`src/rtl/wb_stage_pkg.sv`:
```
// Shared types and constants for the writeback stage.
// Carries the data/register bus widths and the load funct3 encodings.
package wb_stage_pkg;

    localparam int DATA_BUS = 32;
    localparam int REG_BUS  = 5;

    localparam logic [REG_BUS-1:0]  REG_X0    = '0;
    localparam logic [DATA_BUS-1:0] DATA_ZERO = '0;

    localparam logic [2:0] F3_LB  = 3'b000;
    localparam logic [2:0] F3_LH  = 3'b001;
    localparam logic [2:0] F3_LW  = 3'b010;
    localparam logic [2:0] F3_LBU = 3'b100;
    localparam logic [2:0] F3_LHU = 3'b101;

    typedef enum logic {
        S_IDLE,
        S_WAIT_LOAD
    } wb_state_e;

endpackage

```
`src/rtl/wb_stage_load_ext.sv`:
```
// Load data alignment and sign/zero extension for the writeback stage.
// Unused funct3 codes fall back to a full-word load.
module wb_stage_load_ext
    import wb_stage_pkg::*;
#(
    parameter int XLEN = 32
) (
    input  logic [XLEN-1:0] rdata_i,
    input  logic [2:0]      funct3_i,
    input  logic [1:0]      addr_lo_i,
    output logic [XLEN-1:0] data_o
);

    logic [7:0]  byte_sel;
    logic [15:0] half_sel;

    always_comb begin
        byte_sel = rdata_i[7:0];
        case (addr_lo_i)
            2'd0:    byte_sel = rdata_i[7:0];
            2'd1:    byte_sel = rdata_i[15:8];
            2'd2:    byte_sel = rdata_i[23:16];
            default: byte_sel = rdata_i[31:24];
        endcase
        half_sel = addr_lo_i[1] ? rdata_i[31:16] : rdata_i[15:0];
    end

    always_comb begin
        data_o = rdata_i;
        unique case (funct3_i)
            F3_LB:   data_o = {{(XLEN-8){byte_sel[7]}}, byte_sel};
            F3_LBU:  data_o = {{(XLEN-8){1'b0}}, byte_sel};
            F3_LH:   data_o = {{(XLEN-16){half_sel[15]}}, half_sel};
            F3_LHU:  data_o = {{(XLEN-16){1'b0}}, half_sel};
            default: data_o = rdata_i;
        endcase
    end

endmodule

```
`src/rtl/wb_stage.sv`:
```
// Writeback stage: retires MEM instructions into the register file.
// Define WB_INSTRET_EN to build the 64-bit retired-instruction counter.
module wb_stage
    import wb_stage_pkg::*;
#(
    parameter int XLEN   = DATA_BUS,
    parameter int REG_AW = REG_BUS
) (
    input  logic              clk,
    input  logic              rst,
    input  logic              mem_valid,
    output logic              mem_ready,
    input  logic [REG_AW-1:0] mem_rd,
    input  logic              mem_rd_wen,
    input  logic              mem_is_load,
    input  logic [2:0]        mem_funct3,
    input  logic [1:0]        mem_addr_lo,
    input  logic [XLEN-1:0]   mem_result,
    input  logic              dmem_rvalid,
    input  logic [XLEN-1:0]   dmem_rdata,
    output logic              wena,
    output logic [REG_AW-1:0] waddr,
    output logic [XLEN-1:0]   wdata,
    output logic              fwd_valid,
    output logic [REG_AW-1:0] fwd_rd,
    output logic [XLEN-1:0]   fwd_data,
    output logic [63:0]       instret
);

    wb_state_e         state_q, state_d;
    logic [REG_AW-1:0] ld_rd_q, ld_rd_d;
    logic              ld_wen_q, ld_wen_d;
    logic [2:0]        ld_f3_q, ld_f3_d;
    logic [1:0]        ld_lo_q, ld_lo_d;
    logic              wena_q, wena_d;
    logic [REG_AW-1:0] waddr_q, waddr_d;
    logic [XLEN-1:0]   wdata_q, wdata_d;
    logic              retire;
    logic [XLEN-1:0]   ld_data;

    wb_stage_load_ext #(
        .XLEN (XLEN)
    ) u_load_ext (
        .rdata_i   (dmem_rdata),
        .funct3_i  (ld_f3_q),
        .addr_lo_i (ld_lo_q),
        .data_o    (ld_data)
    );

    always_comb begin
        state_d   = state_q;
        ld_rd_d   = ld_rd_q;
        ld_wen_d  = ld_wen_q;
        ld_f3_d   = ld_f3_q;
        ld_lo_d   = ld_lo_q;
        wena_d    = 1'b0;
        waddr_d   = waddr_q;
        wdata_d   = wdata_q;
        retire    = 1'b0;
        mem_ready = 1'b0;
        unique case (state_q)
            S_IDLE: begin
                mem_ready = 1'b1;
                if (mem_valid && !mem_is_load) begin
                    retire = 1'b1;
                    // x0 and no-write ops retire but leave waddr/wdata untouched
                    if (mem_rd_wen && (mem_rd != '0)) begin
                        wena_d  = 1'b1;
                        waddr_d = mem_rd;
                        wdata_d = mem_result;
                    end
                end else if (mem_valid) begin
                    ld_rd_d  = mem_rd;
                    ld_wen_d = mem_rd_wen;
                    ld_f3_d  = mem_funct3;
                    ld_lo_d  = mem_addr_lo;
                    state_d  = S_WAIT_LOAD;
                end
            end
            S_WAIT_LOAD: begin
                if (dmem_rvalid) begin
                    retire  = 1'b1;
                    state_d = S_IDLE;
                    if (ld_wen_q && (ld_rd_q != '0)) begin
                        wena_d  = 1'b1;
                        waddr_d = ld_rd_q;
                        wdata_d = ld_data;
                    end
                end
            end
            default: state_d = S_IDLE;
        endcase
    end

    always_ff @(posedge clk) begin
        if (rst) begin
            state_q  <= S_IDLE;
            ld_rd_q  <= '0;
            ld_wen_q <= 1'b0;
            ld_f3_q  <= '0;
            ld_lo_q  <= '0;
            wena_q   <= 1'b0;
            waddr_q  <= '0;
            wdata_q  <= '0;
        end else begin
            state_q  <= state_d;
            ld_rd_q  <= ld_rd_d;
            ld_wen_q <= ld_wen_d;
            ld_f3_q  <= ld_f3_d;
            ld_lo_q  <= ld_lo_d;
            wena_q   <= wena_d;
            waddr_q  <= waddr_d;
            wdata_q  <= wdata_d;
        end
    end

`ifdef WB_INSTRET_EN
    logic [63:0] instret_q;

    always_ff @(posedge clk) begin
        if (rst) begin
            instret_q <= '0;
        end else if (retire) begin
            instret_q <= instret_q + 64'd1;
        end
    end

    assign instret = instret_q;
`else
    logic unused_retire;
    assign unused_retire = retire;
    assign instret       = '0;
`endif

    assign wena      = wena_q;
    assign waddr     = waddr_q;
    assign wdata     = wdata_q;
    assign fwd_valid = wena_q;
    assign fwd_rd    = waddr_q;
    assign fwd_data  = wdata_q;

endmodule
```
`config.mk`:
```
export PLATFORM = sky130hd
export DESIGN_NAME = wb_stage
export DESIGN_NICKNAME = d
export VERILOG_FILES = /design/src/rtl/wb_stage_pkg.sv /design/src/rtl/wb_stage_load_ext.sv /design/src/rtl/wb_stage.sv
export SDC_FILE = /design/constraint.sdc
export NUM_CORES = 1
export LEC_CHECK = 0
export CAP_MARGIN = 10
export CORE_MARGIN = 10
export CORE_UTILIZATION = 41
export CTS_BUF_LIST = sky130_fd_sc_hd__clkbuf_4 sky130_fd_sc_hd__clkbuf_8
export DETAILED_ROUTE_END_ITERATION = 8
export PLACE_DENSITY = 0.88
export REMOVE_ABC_BUFFERS = 1
export SLEW_MARGIN = 20
export SYNTH_ARGS = -nofsm -noshare
export SYNTH_HDL_FRONTEND = slang
export SYNTH_SLANG_ARGS = --single-unit
```
`constraint.sdc`:
```
create_clock -name clk -period 3.2 [get_ports clk]
set_input_delay 0.48 -clock clk [delete_from_list [all_inputs] [get_ports clk]]
set_output_delay 0.48 -clock clk [all_outputs]
set_load 0.05 [all_outputs]
```
==> metrics.txt, run 1 <==
Syn-to-layout area delta 32.0%; DIE AREA 0.0128 sq mm; Setup Fix Bufs, Post-CTS 0; I/O pin count roughly 220; PortBufs 156; Num Clock Sinks 50; critical path type flop to primary output; placed instance count 638; core area around 0.0083 sq mm; post_cts resized 0; sequential fraction of the synthesis area 28.2%; Die W 113 um; RSZ-0062 raised after global routing false; WL/cell 18.5 um; Cell Area, Synth 0.00355 sq mm; final wirelength roughly 12000 um; CP Max Fanout 12; vias per cell just over 5; initial antenna violation count 0; outcome finished clean; Adder-Cell Fraction of Synth Area 0%; total negative slack 0 ns; Detailed Place HPWL about 9300 um; Slew HR between 40 and 50%; post-synthesis simple-gate area fraction a little under a fifth; number of DRC markers in iteration 0 approximately 180; Setup Viol. Count Final 0; CP delay by family, top buffers and inverters; CP bufs+invs 2; grt ovf 0; die height 113 um; clock root cell clkbuf_8; xor/xnor cell area share of the yosys netlist 0%; fin. max-slew vios 0; Leak approximately 1.8 nW; YS warnings 0; worst-skew pair later-pin latency 0.30 ns; Worst-Margin Slew 0.828 ns; Async SR Flop Fraction 0%; crit end category primary output; CP required approximately 2.7 ns; Synth Area in Compound Gates about 21%; fmax between 400 and 500 MHz; layout cells sized above 1 between 5 and 6%; Worst-path clk slew approximately 0.1 ns; via count about 3300; hold_buf cts 0; largest family of logic cells by synthesized area buffers and inverters; max-cap violation count 0; crit path launch type flop; fin crit period about 2.4 ns; global-route wire length before repair between 15000 and 20000 um; CP max stage delay between 0.8 and 0.9 ns; DRC 0; largest net degree at the start of global routing between 40 and 50; total global-route track usage 17.3%; CTS tree yes; vias in the first global route around 3500; fillers about 780; mux cell area share after synthesis roughly 5.7%; pwr/cell area 375 mW/mm^2; CTS buffer count 5; predominant post-synthesis flop cell dfxtp_1; starting density of the core a little over two fifths; Hold WS ~0.47 ns; Final Non-Filler Cells approximately 650; Post-Synthesis Cells ~440; Final Hold Fails 0; crit-path cells inv_1 -> clkdlybuf4s50_1; critical path data arrival time between 1.5 and 2 ns; worst vdd ir approximately 0.22 mV; HP Class flop to flop; ANT nets after route 0; EDFF count, synth 0; H-tree level count 2; NumNets Final 620; ANT cells 0; Cell variety after synth 46; drt pass-1 iters 4; final core utilization about 56%; CTS max path bufs 2; CP max-delay cell clkdlybuf4s50_1; Mean Syn Cell Area 8.05 sq um; GPL Wtd Cong between 0.8 and 0.9; Layout Skew ~0.0082 ns; Placement Rows 33; synthesis-stage register bit count 50; Tcrit/Tclk final about 75%
-- worst register-to-register path, cell delays in order, from the launching register on --
cell and delay [ns]:
dfxtp_1 0.34, or4_4 0.54, o2111ai_2 0.23, and2_1 0.20
buf_4 0.24, buf_4 0.29, nand2_1 0.10, a21oi_1 0.15
-- cell type report --
| class | instances | area, sq um | area share (%) |
|---|---|---|---|
| clock buffers | 7 | 90.1 | 1.92 |
| clock inverters | 1 | 5.00 | 0.107 |
| inverters | 2 | 7.51 | 0.160 |
| multi-input cells | 316 | 1830 | 39.0 |
| flip-flops and latches | 50 | 1000 | 21.4 |
| well taps | 105 | 131 | 2.80 |
| repair buffers | 165 | 1620 | 34.6 |
-- placed cells by master, fill, tap and decap left out, types with 7 or more instances in the layout --
cell type	count
a21oi_1	36
conb_1	64
nor2b_1	11
o221ai_1	23
dfxtp_1	49
a211oi_1	7
mux2i_1	18
o21ai_0	8
and2_1	17
nor2_1	32
clkdlybuf4s50_1	155
nand2_1	42
buf_4	9
-- report_power, final --
group          switching, mW  internal, mW
Clock                  0.215         0.184
Sequential            0.0286         0.650
Combinational          0.465         0.217
Total                  0.708          1.05
-- state kept, by name (all words and copies together) (netlist names) --
| name | count |
|---|---|
| ld_rd_q | 5 |
| fwd_rd | 5 |
| ld_f3_q | 3 |
| fwd_valid | 1 |
| state_q | 1 |
| fwd_data | 32 |
| ld_lo_q | 2 |
| ld_wen_q | 1 |
-- final timing paths --
check / end / from / slack (ns) / cells past startpoint
max: mem_ready / state_q$_SDFF_PP0_ / 0.80 / 2
min: fwd_data[4]$_SDFFE_PP0P_ / fwd_data[4]$_SDFFE_PP0P_ / 0.47 / 2
max reg2reg: fwd_data[13]$_SDFFE_PP0P_ / ld_rd_q[3]$_SDFFE_PP0P_ / 1.05 / 7
min reg2reg: fwd_data[4]$_SDFFE_PP0P_ / fwd_data[4]$_SDFFE_PP0P_ / 0.47 / 2
-- synthesized netlist by cell type, types with 5 or more instances --
cell | count | area, sq um
a211oi_1 | 7 | 52.6
buf_4 | 103 | 773
nor2_1 | 32 | 120
buf_2 | 7 | 35.0
o221ai_1 | 23 | 201
dfxtp_1 | 50 | 1000
nor3_1 | 5 | 25.0
nand2_1 | 42 | 158
a21oi_1 | 36 | 180
and2_1 | 17 | 106
nor2b_1 | 11 | 68.8
and3b_1 | 6 | 52.6
o21ai_0 | 8 | 40.0
clkbuf_1 | 20 | 75.1
o211ai_1 | 6 | 45.0
mux2i_1 | 18 | 180
nand4_1 | 6 | 37.5
-- kinds of logic after synthesis --
family	Yosys count
multiplexers	20
other	1
AO/OA/AOI/OAI	102
flip-flops	50
buffers and inverters	138
AND/OR/NAND/NOR	130
-- per-stage QoR --
stage               power [mW]  instance area, sq um  setup slack (ns)
CTS                       1.77                  4690             0.774
detailed placement        1.37                  4590             0.498
floorplan                 1.12                  2840             0.357
global route              1.84                  4690             0.670
global placement          1.36                  4590             0.617
finish                    1.76                  4690             0.798
-- layer usage --
layer / routed length [um] / global-route usage, %
met1: 4540 / 18.4
met2: 5820 / 29.7
met4: 221 / 5.58
met3: 1390 / 7.87
met5: 0 / 0
Power figures use the tool's default switching activity.
==> run 2: changes to the inputs <==
CORE_UTILIZATION = 38   (was 41)
PLACE_DENSITY = 0.83   (was 0.88)
clock period = 2.4 ns   (was 3.2 ns; I/O delays follow)
==> run 2 against run 1 <==
Design area is 0.75% higher. Die area is 6.5% higher. Cell count is 1.4% higher. Flip-flop and latch count stayed put. Critical endpoint is now ld_rd_q[1]$_SDFFE_PP0P_. Largest cell class unchanged. Highest routed layer unchanged.
==> metrics.txt, run 2 (synthesis results as in run 1) <==
Detailed Place HPWL 9490 um (was 9330 um); max-cap violation count 0 (unchanged); fmax approximately 470 MHz; r2r endpoint ld_rd_q[1]$_SDFFE_PP0P_ (was fwd_data[13]$_SDFFE_PP0P_); reg2reg start state_q$_SDFF_PP0_ (was ld_rd_q[3]$_SDFFE_PP0P_); max reg flops 32 (unchanged); CP Max Fanout 12 (unchanged); final wirelength 12200 um (was 12000 um); global-route wire length before repair 18300 um (was 18200 um); Num Clock Sinks 50 (unchanged); starting density of the core 38.8% (was 42.6%); crit end category flop (was primary output); fin. max-slew vios 0 (unchanged); Tcrit/Tclk final approximately 90%; commonest non-fill, non-tap cells in the layout 154 x clkdlybuf4s50_1, 64 x conb_1, 49 x dfxtp_1 (was 155 x clkdlybuf4s50_1, 64 x conb_1, 49 x dfxtp_1); NumNets Final 623 (was 620); dpl ws 0.0558 ns (was 0.498 ns); initial antenna violation count 0 (unchanged); met3 wire length 1370 um (was 1390 um); WL/cell 18.6 um (was 18.5 um); hold wc startpoint fwd_data[29]$_SDFFE_PP0P_ (was fwd_data[4]$_SDFFE_PP0P_); met2 routed WL 6010 um (was 5820 um); worst-skew pair later-pin latency 0.31 ns (was 0.30 ns); CTS buffer count 5 (unchanged); drt pass-1 iters 6 (was 4); H-tree level count 2 (unchanged); layout cells sized above 1 6.07% (was 5.36%); Layout Skew 0.0108 ns (was 0.00821 ns); HP Class flop to flop (unchanged); fin crit period 2.11 ns; Syn-to-layout area delta 33.0% (was 32.0%); total negative slack 0 ns (unchanged); post_cts resized 0 (unchanged); total global-route track usage 16.7% (was 17.3%); vias in the first global route 3583 (was 3480); grt ovf 0 (unchanged); Critical Path Start state_q$_SDFF_PP0_ (unchanged); Leak 1.80 nW (was 1.78 nW); Hold EP fwd_data[29]$_SDFFE_PP0P_ (was fwd_data[4]$_SDFFE_PP0P_); CTS tree yes (unchanged); ANT nets after route 0 (unchanged); flop2flop setup slack 0.29 ns (was 1.05 ns); Setup Viol. Count Final 0 (unchanged); I/O pin count 221 (unchanged); GPL Wtd Cong 0.810 (was 0.827); CTS max path bufs 2 (unchanged); crit path launch type flop (unchanged); worst hold path stage count 2 (unchanged); PortBufs 156 (unchanged); pwr/cell area 495 mW/mm^2 (was 375 mW/mm^2); CP required 2.58 ns (was 2.72 ns); number of DRC markers in iteration 0 214 (was 178); vias per cell 5.08 (was 5.15); core area 0.00915 sq mm (was 0.00834 sq mm); Worst-path clk slew 0.10 ns (about the same); Placement Rows 35 (was 33); die height 117 um (was 113 um); DIE AREA 0.0136 sq mm (was 0.0128 sq mm); RSZ-0062 raised after global routing false (unchanged); via count 3327 (was 3329); DRC 0 (unchanged); most common cell after layout, fill and taps aside clkdlybuf4s50_1 (unchanged); Die W 117 um (was 113 um); worst vdd ir 0.254 mV (was 0.215 mV); hold_buf cts 0 (unchanged); Setup Fix Bufs, Post-CTS 0 (unchanged); critical path type flop to flop (was flop to primary output); critical path data arrival time 2.28 ns (was 1.92 ns); Worst R2R Path Depth 4 (was 7); DR top layer met4 (unchanged); Slew HR 45.0% (was 44.7%); ANT cells 0 (unchanged); clock root cell clkbuf_8 (unchanged); largest net degree at the start of global routing 44 (unchanged); outcome finished clean (unchanged); WL met1 4630 um (was 4540 um); Worst-Margin Slew 0.826 ns (was 0.828 ns); Final Hold Fails 0 (unchanged); final setup margin 0.292 ns (was 0.798 ns)
-- run 2: cell type report --
type / instances / area (sq um)
clock buffers: 6 / 76.3
clock inverters: 2 / 13.8
fillers: 896 / 4430
inverters: 2 / 7.51
multi-input cells: 316 / 1830
flip-flops and latches: 50 / 1000
well taps: 111 / 139
repair buffers: 168 / 1660
-- run 2: worst max-delay path: stages, from the launching register on --
cell and delay, ns:
dfxtp_2 0.41, inv_1 0.45, nand3_1 0.70, mux2i_1 0.36, nor2_1 0.07
-- run 2: power by group --
part	internal (mW)	switching, mW	total, mW
clock	0.218	0.299	0.517
combinational	0.294	0.625	0.919
sequential	0.867	0.0370	0.904
-- run 2: through the flow --
stage,utilization (%),instance area [sq um],power (mW),cells,hold slack (ns)
after floorplan,-,2840,1.49,368,0.425
after global placement,50.6,4630,1.82,647,0.453
after detailed placement,50.6,4630,1.84,647,0.462
after CTS,51.6,4720,2.35,655,0.477
after global routing,51.6,4720,2.44,655,0.500
final,51.6,4720,2.34,655,0.476
-- run 2: how the worst max path moves through the flow --
stage                                     to  slack (ns)  depth (start not counted)
floorplan            ld_f3_q[1]$_SDFFE_PP0P_       -0.44                          4
global placement    fwd_data[1]$_SDFFE_PP0P_         0.1                          7
detailed placement  fwd_data[0]$_SDFFE_PP0P_        0.06                          7
CTS                    ld_wen_q$_SDFFE_PP0P_        0.33                          4
global route         ld_rd_q[4]$_SDFFE_PP0P_        0.18                          4
finish               ld_rd_q[1]$_SDFFE_PP0P_        0.29                          4
-- run 2: routing by layer --
layer,vias up,global-route usage [%]
li1,1584,-
met2,193,29.2
met4,0,4.12
met5,-,0
met3,13,5.75
met1,1537,19.1
==> run 3: changes to the inputs <==
==> constraint.sdc (replaced) <==
create_clock -name clk -period 2.4 [get_ports clk]
set_input_delay 0.48 -clock clk [delete_from_list [all_inputs] [get_ports clk]]
set_output_delay 0.48 -clock clk [all_outputs]
set_load 0.05 [all_outputs]
==> run 3 against run 2 <==
Worst hold slack improved by 0.0064 ns. Fmax down 1.0%. Highest routed layer unchanged. Clock skew increased by 0.00084 ns. Non-clock buffer count increased by 5. Routed wire length shrank 0.85%. First-iteration DRC count unchanged. Critical path depth is 4 higher. Cell count grew 0.76%.
==> metrics.txt, run 3 (synthesis results as in run 1) <==
outcome finished clean (unchanged); fmax 470 MHz (was 474 MHz); grt ovf 0 (unchanged); CP Max Fanout 15 (was 12); Worst R2R Path Depth 5 (was 4); WL/cell 18.3 um (was 18.6 um); critical path data arrival time 2.36 ns (was 2.28 ns); Final Hold Fails 0 (unchanged); max reg flops 32 (unchanged); Slew HR 56.4% (was 45.0%); ANT cells 0 (unchanged); net switching power figure 0.946 mW (was 0.960 mW); max-cap violation count 0 (unchanged); reg2reg start ld_f3_q[0]$_SDFFE_PP0P_ (was state_q$_SDFF_PP0_); initial antenna violation count 0 (unchanged); Leak 1.84 nW (was 1.80 nW); Int Power 1.41 mW (was 1.38 mW); commonest non-fill, non-tap cells in the layout 154 x clkdlybuf4s50_1, 64 x conb_1, 49 x dfxtp_1 (unchanged); CP required 2.63 ns (was 2.58 ns); DRC 0 (unchanged); worst-skew pair later-pin latency 0.30 ns (was 0.31 ns); drt pass-1 iters 4 (was 6); Switching Share 40.1% (was 41.0%); die height 117 um (unchanged); vias per cell 5.08 (about the same); GPL Wtd Cong 0.868 (was 0.810); Comb pwr share 39.3% (about the same); RSZ-0062 raised after global routing false (unchanged); CTS max path bufs 2 (unchanged); total global-route track usage 16.0% (was 16.7%); fillers 873 (was 896); pwr/cell area 493 mW/mm^2 (was 495 mW/mm^2); clock power share 22.4% (was 22.1%); clock root cell clkbuf_8 (unchanged); layout cells sized above 1 6.92% (was 6.07%); most common cell after layout, fill and taps aside clkdlybuf4s50_1 (unchanged); CTS buffer count 5 (unchanged); Placement Rows 35 (unchanged); worst vdd ir 0.269 mV (was 0.254 mV); Setup Viol. Count Final 0 (unchanged); largest net degree at the start of global routing 42 (was 44); NumNets Final 628 (was 623); core area 0.00915 sq mm (unchanged); global-route wire length before repair 17600 um (was 18300 um); Hold EP fwd_data[4]$_SDFFE_PP0P_ (was fwd_data[29]$_SDFFE_PP0P_); Syn-to-layout area delta 34.9% (was 33.0%); Worst-path clk slew 0.10 ns (about the same); HP Class flop to flop (unchanged); Sequential Power Share 38.3% (was 38.6%); PortBufs 156 (unchanged); Setup Fix Bufs, Post-CTS 0 (unchanged); I/O pin count 221 (unchanged); crit path launch type input pin (was flop); final wirelength 12100 um (was 12200 um); DIE AREA 0.0136 sq mm (unchanged); Detailed Place HPWL 9680 um (was 9490 um); hold wc startpoint fwd_data[4]$_SDFFE_PP0P_ (was fwd_data[29]$_SDFFE_PP0P_); Layout Skew 0.0116 ns (was 0.0108 ns); flop2flop setup slack 0.44 ns (was 0.29 ns); crit end category flop (unchanged); vias in the first global route 3411 (was 3583); Final Non-Filler Cells 660 (was 655); hold_buf cts 0 (unchanged); starting density of the core 38.8% (unchanged); Num Clock Sinks 50 (unchanged); post_cts resized 0 (unchanged); fin crit period 2.13 ns (was 2.11 ns); Pwr Total 2.36 mW (was 2.34 mW); ANT nets after route 0 (unchanged); critical path type input pin to flop (was flop to flop); placed instance count 652 (was 647); Worst-Margin Slew 0.655 ns (was 0.826 ns); r2r endpoint fwd_data[6]$_SDFFE_PP0P_ (was ld_rd_q[1]$_SDFFE_PP0P_); via count 3351 (was 3327); worst hold path stage count 2 (unchanged); CTS tree yes (unchanged); Tcrit/Tclk final 88.7% (was 87.9%); Sequential Area 0.00100 sq mm (unchanged); Die W 117 um (unchanged); area occupied by multi-input gates 0.00183 sq mm (unchanged); number of DRC markers in iteration 0 214 (unchanged); fin. max-slew vios 0 (unchanged); Hold WS 0.482 ns (was 0.476 ns); H-tree level count 2 (unchanged)
==> run 3: cell types whose count changed in the layout (fill, tap and decap cells not counted), sizes merged <==
cell    delta
buf        +5
clkinv     -1
clkbuf     +1
==> run 3: area by class of cell <==
class                      instances  area share (%)
clock buffer                       7            1.88
clock inverter                     1           0.104
inverter                           2           0.157
multi-input combinational        316            38.2
sequential                        50            20.9
tap                              111            2.90
timing repair buffer             173            35.9
==> run 3: worst max path at each step <==
stage                       startpoint                         to  slack [ns]  cells past startpoint
finish                       mem_rd[3]  fwd_data[13]$_SDFFE_PP0P_        0.27                      8
global route                 mem_rd[3]  fwd_data[13]$_SDFFE_PP0P_        0.15                      8
CTS                          mem_rd[3]  fwd_data[13]$_SDFFE_PP0P_        0.26                      8
detailed placement           mem_rd[3]  fwd_data[13]$_SDFFE_PP0P_       -0.06                      8
global placement             mem_rd[3]  fwd_data[30]$_SDFFE_PP0P_        0.04                      8
floorplan           state_q$_SDFF_PP0_    ld_f3_q[1]$_SDFFE_PP0P_       -0.44                      4
==> run 3: layer usage <==
layer  part of all wire [%]  up-vias  GRT usage, %
met4                   0.95        0          2.88
met3                     11        8          5.86
li1                       -     1592             -
met5                      0        -             0
met1                     39     1573          18.5
met2                     49      178          27.9
==> run 3: power by group through the flow <==
stage | clock (mW) | combinational, mW | sequential (mW)
final | 0.530 | 0.927 | 0.904
after global routing | 0.580 | 0.976 | 0.910
after CTS | 0.551 | 0.924 | 0.905
after detailed placement | 0 | 0.922 | 0.924
after global placement | 0 | 0.910 | 0.921
after floorplan | 0 | 0.373 | 1.12
==> run 3: through the flow <==
step / setup WS (ns) / setup TNS [ns] / utilization [%] / area [sq um]
final: 0.270 / 0 / 52.3 / 4790
after global routing: 0.147 / 0 / 52.3 / 4790
after CTS: 0.259 / 0 / 52.3 / 4790
after detailed placement: -0.0562 / -0.129 / 51.3 / 4700
after global placement: 0.0390 / 0 / 51.3 / 4700
after floorplan: -0.443 / -13.21 / - / 2840
==> run 3: worst max-delay path, cell delays in order <==
cell	delay, ns
clkdlybuf4s50_1	0.43
or4_1	0.52
o21ai_0	0.19
and2_1	0.20
buf_12	0.17
buf_12	0.13
nand2_1	0.06
a21oi_1	0.16
